$ cat config.mk
export PLATFORM = sky130hd
export DESIGN_NAME = div16_8_seq
export DESIGN_NICKNAME = d
export VERILOG_FILES = /design/src/rtl/div16_8_seq.sv
export SDC_FILE = /design/constraint.sdc
export NUM_CORES = 1
export LEC_CHECK = 0
export ABC_AREA = 1
export CORE_ASPECT_RATIO = 0.6
export CORE_UTILIZATION = 45
export CTS_CLUSTER_DIAMETER = 200
export DETAILED_ROUTE_END_ITERATION = 16
export PLACE_DENSITY_LB_ADDON = 0.15
export SLEW_MARGIN = 5
export SYNTH_ARGS = -nofsm -noshare
export SYNTH_HDL_FRONTEND = slang
export SYNTH_SLANG_ARGS = --single-unit
$ cat constraint.sdc
create_clock -name clk -period 1.9 [get_ports clk]
set_input_delay 0.475 -clock clk [delete_from_list [all_inputs] [get_ports clk]]
set_output_delay 0.475 -clock clk [all_outputs]
set_load 0.1 [all_outputs]
$ cat src/rtl/div16_8_seq.sv
// Sequential radix-2 restoring divider: 16-bit unsigned dividend by 8-bit unsigned divisor.
// Optional approximation skips the k lowest quotient bits, so latency is 16-k cycles.
module div16_8_seq (
    input  logic        clk,
    input  logic        rst,
    input  logic        valid_i,
    output logic        ready_o,
    input  logic [15:0] dat_in_a,
    input  logic [7:0]  dat_in_b,
    input  logic [3:0]  mask,
    output logic        valid_o,
    input  logic        ready_i,
    output logic [15:0] dat_o,
    output logic [15:0] rem_o,
    output logic        div0_o
);

    typedef enum logic [1:0] {IDLE, CALC, DONE} state_t;

    state_t      state_reg, state_next;
    logic [4:0]  cnt_reg;
    logic [15:0] shift_reg;
    logic [15:0] keep_reg;
    logic [15:0] quo_reg;
    logic [7:0]  div_reg;
    logic [3:0]  k_reg;
    logic [8:0]  part_reg;
    logic [15:0] dat_reg, rem_reg;
    logic        div0_reg;

    logic        accept;
    logic        last_iter;
    logic [8:0]  part_shift;
    logic        ge;
    logic [8:0]  part_new;
    logic [15:0] quo_new;
    logic [15:0] low_mask;
    logic [15:0] dat_final;
    logic [15:0] rem_final;

    assign accept    = valid_i && (state_reg == IDLE);
    assign last_iter = (state_reg == CALC) && (cnt_reg == 5'd1);

    // part_reg always stays below the divisor, so the 9-bit shift never loses a bit.
    assign part_shift = (part_reg << 1) | {8'b0, shift_reg[15]};
    assign ge         = (part_shift >= {1'b0, div_reg});
    assign part_new   = ge ? (part_shift - {1'b0, div_reg}) : part_shift;
    assign quo_new    = (quo_reg << 1) | {15'b0, ge};

    // Skipped dividend bits fall straight through into the residual.
    assign low_mask  = ~(16'hFFFF << k_reg);
    assign dat_final = quo_new << k_reg;
    assign rem_final = ({7'b0, part_new} << k_reg) | (keep_reg & low_mask);

    always_comb begin
        state_next = state_reg;
        case (state_reg)
            IDLE: begin
                if (valid_i) begin
                    state_next = (dat_in_b == 8'd0) ? DONE : CALC;
                end
            end
            CALC: begin
                if (cnt_reg == 5'd1) begin
                    state_next = DONE;
                end
            end
            DONE: begin
                if (ready_i) begin
                    state_next = IDLE;
                end
            end
            default: state_next = IDLE;
        endcase
    end

    always_ff @(posedge clk) begin
        if (rst) begin
            state_reg <= IDLE;
            cnt_reg   <= 5'd0;
            shift_reg <= 16'd0;
            keep_reg  <= 16'd0;
            quo_reg   <= 16'd0;
            div_reg   <= 8'd0;
            k_reg     <= 4'd0;
            part_reg  <= 9'd0;
            dat_reg   <= 16'd0;
            rem_reg   <= 16'd0;
            div0_reg  <= 1'b0;
        end else begin
            state_reg <= state_next;
            if (accept) begin
                shift_reg <= dat_in_a;
                keep_reg  <= dat_in_a;
                div_reg   <= dat_in_b;
                k_reg     <= mask;
                quo_reg   <= 16'd0;
                part_reg  <= 9'd0;
                cnt_reg   <= 5'd16 - {1'b0, mask};
                if (dat_in_b == 8'd0) begin
                    dat_reg  <= 16'hFFFF;
                    rem_reg  <= dat_in_a;
                    div0_reg <= 1'b1;
                end
            end else if (state_reg == CALC) begin
                shift_reg <= shift_reg << 1;
                part_reg  <= part_new;
                quo_reg   <= quo_new;
                cnt_reg   <= cnt_reg - 5'd1;
                if (last_iter) begin
                    dat_reg  <= dat_final;
                    rem_reg  <= rem_final;
                    div0_reg <= 1'b0;
                end
            end
        end
    end

    assign ready_o = (state_reg == IDLE);
    assign valid_o = (state_reg == DONE);
    assign dat_o   = dat_reg;
    assign rem_o   = rem_reg;
    assign div0_o  = div0_reg;

endmodule

==> summary.md <==
| Metric | Value |
|---|---|
| Number of I/O pins | `67` |
| Status | `complete, but fails checks` |
| Overall power | `11.41 mW` |
| Final WS setup | `-0.4116 ns` |
| Worst path cell trace | `inv_4 -> ha_4 -> nand2_4 -> inv_4 -> nand2_4 -> nor2_4 -> nor2_4 -> nand2_8 -> buf_8 -> nand3_4 -> buf_4 -> inv_2 -> nand3_1 -> o21ai_0 -> nand3b_1 -> nand2_1 -> a21oi_1` |
| Hold_buf cts | `0` |
| Tmin final | `2.312 ns` |
| Power density over the cells | `1276 nW/um^2` |
| LEAKAGE | `3.780 nW` |
| DIE AREA | `13360 sq um` |
| Worst setup EP type | `register` |
| Crit-path max FO | `8` |
| Reg2Reg Depth | `17` |
| Min Hold Slack | `0.4689 ns` |
| Final count of pins violating max slew | `0` |
| # fillers | `941` |
| CTS max path bufs | `2` |
| Die X | `148.5 um` |
| Clock latency on the worst-skew pair | `0.35 ns` |
| DR pass1 iterations | `6` |
| Register area share after synthesis | `36.60%` |
| Core Rows | `31` |
| Synth top cells by count | `nand2_1 (242), dfxtp_1 (106), inv_1 (85)` |
| First-pass GRT wire length | `31750 um` |
| Placed cells | `1152` |
| Crit path from | `div_reg[7]$_SDFFE_PP0P_` |
| Async set-reset flop share out of synthesis | `0%` |
| Synth unique cells | `46` |
| Endpoints failing setup | `36` |
| Ys Warns | `0` |
| DRT iter0 DRCs | `600` |
| Antenna violations before repair | `0` |
| Vias per cell | `5.679` |
| Crit start category | `register` |
| RD Place Congestion | `0.9691` |
| Wirelength per Cell | `17.76 um` |
| FF-to-FF setup slack | `-0.41 ns` |
| Seq cells post-synth | `106` |
| Root Buffer | `clkbuf_16` |
| Nets | `1056` |
| WP depth | `17` |
| Critical path arrival | `2.54 ns` |
| Final core occ | `72.72%` |
| Dpl hpwl | `14710 um` |
| Synth Area in Compound Gates | `19.92%` |
| Reg2reg start | `div_reg[7]$_SDFFE_PP0P_` |
| Post-placement cell area | `7802 sq um` |
| Post-Syn Instances | `862` |
| Tot GR Track Use | `29.82%` |
| Delay-heaviest family, CP | `simple AND/OR/NAND/NOR gates` |
| Sink Count | `106` |
| Worst rel slew slack | `67.80%` |
| Via Count | `6712` |
| Clock edge transition at the registers on the reported setup and hold paths | `0.08 ns` |
| Crit path buffers/inverters | `5` |
| DRT antenna net count | `0` |
| Diode count | `0` |
| Net count after synthesis | `906` |
| Post-Synth XOR/XNOR Area | `0.9063%` |
| Layout Cells excl Fill | `1182` |
| Setup Crit Path Kind | `register to register` |
| Reg area | `2137 sq um` |
| Design Area, Final | `8941 sq um` |
| CTS tree | `yes` |
| Failing checks | `negative setup slack` |
| Final Hold Fails | `0` |
| DRC | `0` |
| Ys flop type | `dfxtp_1` |
| Number of flops mapped to enable cells by yosys | `0` |
| Synth Cell Area | `5798 sq um` |
| Layout area overhead | `54.21%` |
| HP Class | `register to register` |
| Simple-gate area share of the yosys netlist | `28.81%` |
| Leading area contributor after synthesis | `dfxtp_1` |
| Max Clk Rate | `432.6 MHz` |
| Fraction of the cycle the final worst path needs | `121.7%` |
| Worst path slowest cell | `dfxtp_2` |
| Die Span Y | `89.93 um` |
| Clock skew | `0.01120 ns` |
| Slew @ Worst Pin | `0.4813 ns` |
| Top cells by area, synth | `dfxtp_1 (37%), nand2_1 (16%), nand3_1 (6.0%)` |
| Htree depth | `3` |
| Largest net degree at the start of global routing | `38` |
| Post-synth top area share | `36.60%` |
| Max cap viols | `0` |
| Critical Path RT | `2.12 ns` |
| Adder-Cell Fraction of Synth Area | `2.719%` |
| Drt total wl | `21000 um` |
| Most frequent cell after synthesis | `nand2_1` |
| RSZ-0062 raised after global routing | `yes` |
| Share of cells above drive strength 1 | `34.81%` |
| Num CTS Buffers | `9` |
| Peak supply drop | `0.0006242 V` |
| Largest family of logic cells by synthesized area | `simple AND/OR/NAND/NOR gates` |
| Mux contribution to synthesized area | `1.208%` |
| Port Buffers | `66` |
| Global route overflow | `0` |
| Initial Utilization | `47.16%` |
| Core ar. | `12300 sq um` |
| Syn Area/Cell | `6.726 sq um` |
| CP endpoint | `rem_o[11]$_SDFFE_PP0P_` |
| CP peak stage delay | `0.35 ns` |
| Area of the multi-input gates | `3842 sq um` |
| Vias in the first global route | `6275` |
| R2r endpoint | `rem_o[11]$_SDFFE_PP0P_` |
[how the worst min path moves through the flow]
| stage | from | endpoint | depth (start not counted) |
|---|---|---|---|
| after detailed placement | shift_reg[11]$_SDFFE_PP0P_ | shift_reg[12]$_SDFFE_PP0P_ | 2 |
| after global routing | shift_reg[11]$_SDFFE_PP0P_ | shift_reg[12]$_SDFFE_PP0P_ | 2 |
| after floorplan | quo_reg[0]$_SDFFE_PP0P_ | quo_reg[1]$_SDFFE_PP0P_ | 2 |
| after CTS | shift_reg[11]$_SDFFE_PP0P_ | shift_reg[12]$_SDFFE_PP0P_ | 2 |
| final | keep_reg[12]$_SDFFE_PP0P_ | keep_reg[12]$_SDFFE_PP0P_ | 2 |
| after global placement | quo_reg[14]$_SDFFE_PP0P_ | quo_reg[14]$_SDFFE_PP0P_ | 2 |
[area by class of cell]
cell class	instances	area share [%]
Timing Repair Buffer	189	23.34
Multi-Input combinational cell	612	42.98
Clock inverter	7	0.7837
Sequential cell	106	23.90
Clock buffer	9	2.519
Tap cell	165	2.309
Inverter	94	4.170
[metal layers]
metal | part of all wire, % | vias up | track usage, %
met4 | 1.2 | 0 | 6.873
li1 | - | 3175 | -
met1 | 45 | 3160 | 43.58
met3 | 9.4 | 42 | 5.685
met2 | 44 | 335 | 44.78
met5 | 0 | - | 0
[through the flow]
stage                     setup WS [ns]  setup TNS, ns
after floorplan                -0.07285        -0.3248
after global placement          -0.4007         -11.96
after detailed placement        -0.4743         -14.58
after CTS                       -0.3232         -7.242
after global routing            -0.5178         -13.41
final                           -0.4116         -9.275
[worst min-delay path, cell delays in order, from the launching register on]
cell and delay (ns):
dfxtp_1 0.31, nand2_1 0.06, a21oi_1 0.05
[where the power goes]
group | internal [mW] | leakage [nW] | switching, mW
combinational | 2.84 | 2.77 | 4.02
sequential | 2.47 | 0.869 | 0.204
clock | 0.929 | 0.142 | 0.955
total | 6.23 | 3.78 | 5.18
[cell families after synthesis]
logic type               after synthesis
AND/OR/NAND/NOR                      387
AO/OA/AOI/OAI                        200
buffers and inverters                144
flip-flops                           106
adder cells (fa/ha/maj)               12
multiplexers                           7
XOR/XNOR                               6
[placed cells by master (no fill, tap or decap), types with 4 or more instances in the layout]
cell             count
nand2_1            193
buf_4               99
dfxtp_1             94
inv_1               72
o21ai_0             59
a21oi_1             52
buf_12              39
nand2_2             38
nand3_1             34
nand3_2             31
nor2_1              27
clkdlybuf4s50_1     24
a31oi_1             23
nand2_4             19
buf_6               18
dfxtp_2             12
inv_2               11
o22ai_1             11
o21ai_2             10
a21oi_2             10
clkbuf_16           10
nand4_1              9
nand3_4              9
nor3_1               9
inv_4                8
ha_4                 8
mux2i_1              7
dlymetal6s2s_1       6
nor2_4               5
nor2_2               5
a221oi_1             5
o21ai_1              4
o211ai_1             4
xor2_1               4
o31ai_1              4
[timing repair]
action | 4_1_cts | 5_1_grt
gates cloned | 0 | 1
setup buffers | 6 | 10
endpoints found under the hold margin | 0 | 0
resized for setup | 72 | 130
pin swaps | 26 | 51
setup endpoints to repair | 35 | 42
Power figures use the tool's default switching activity.
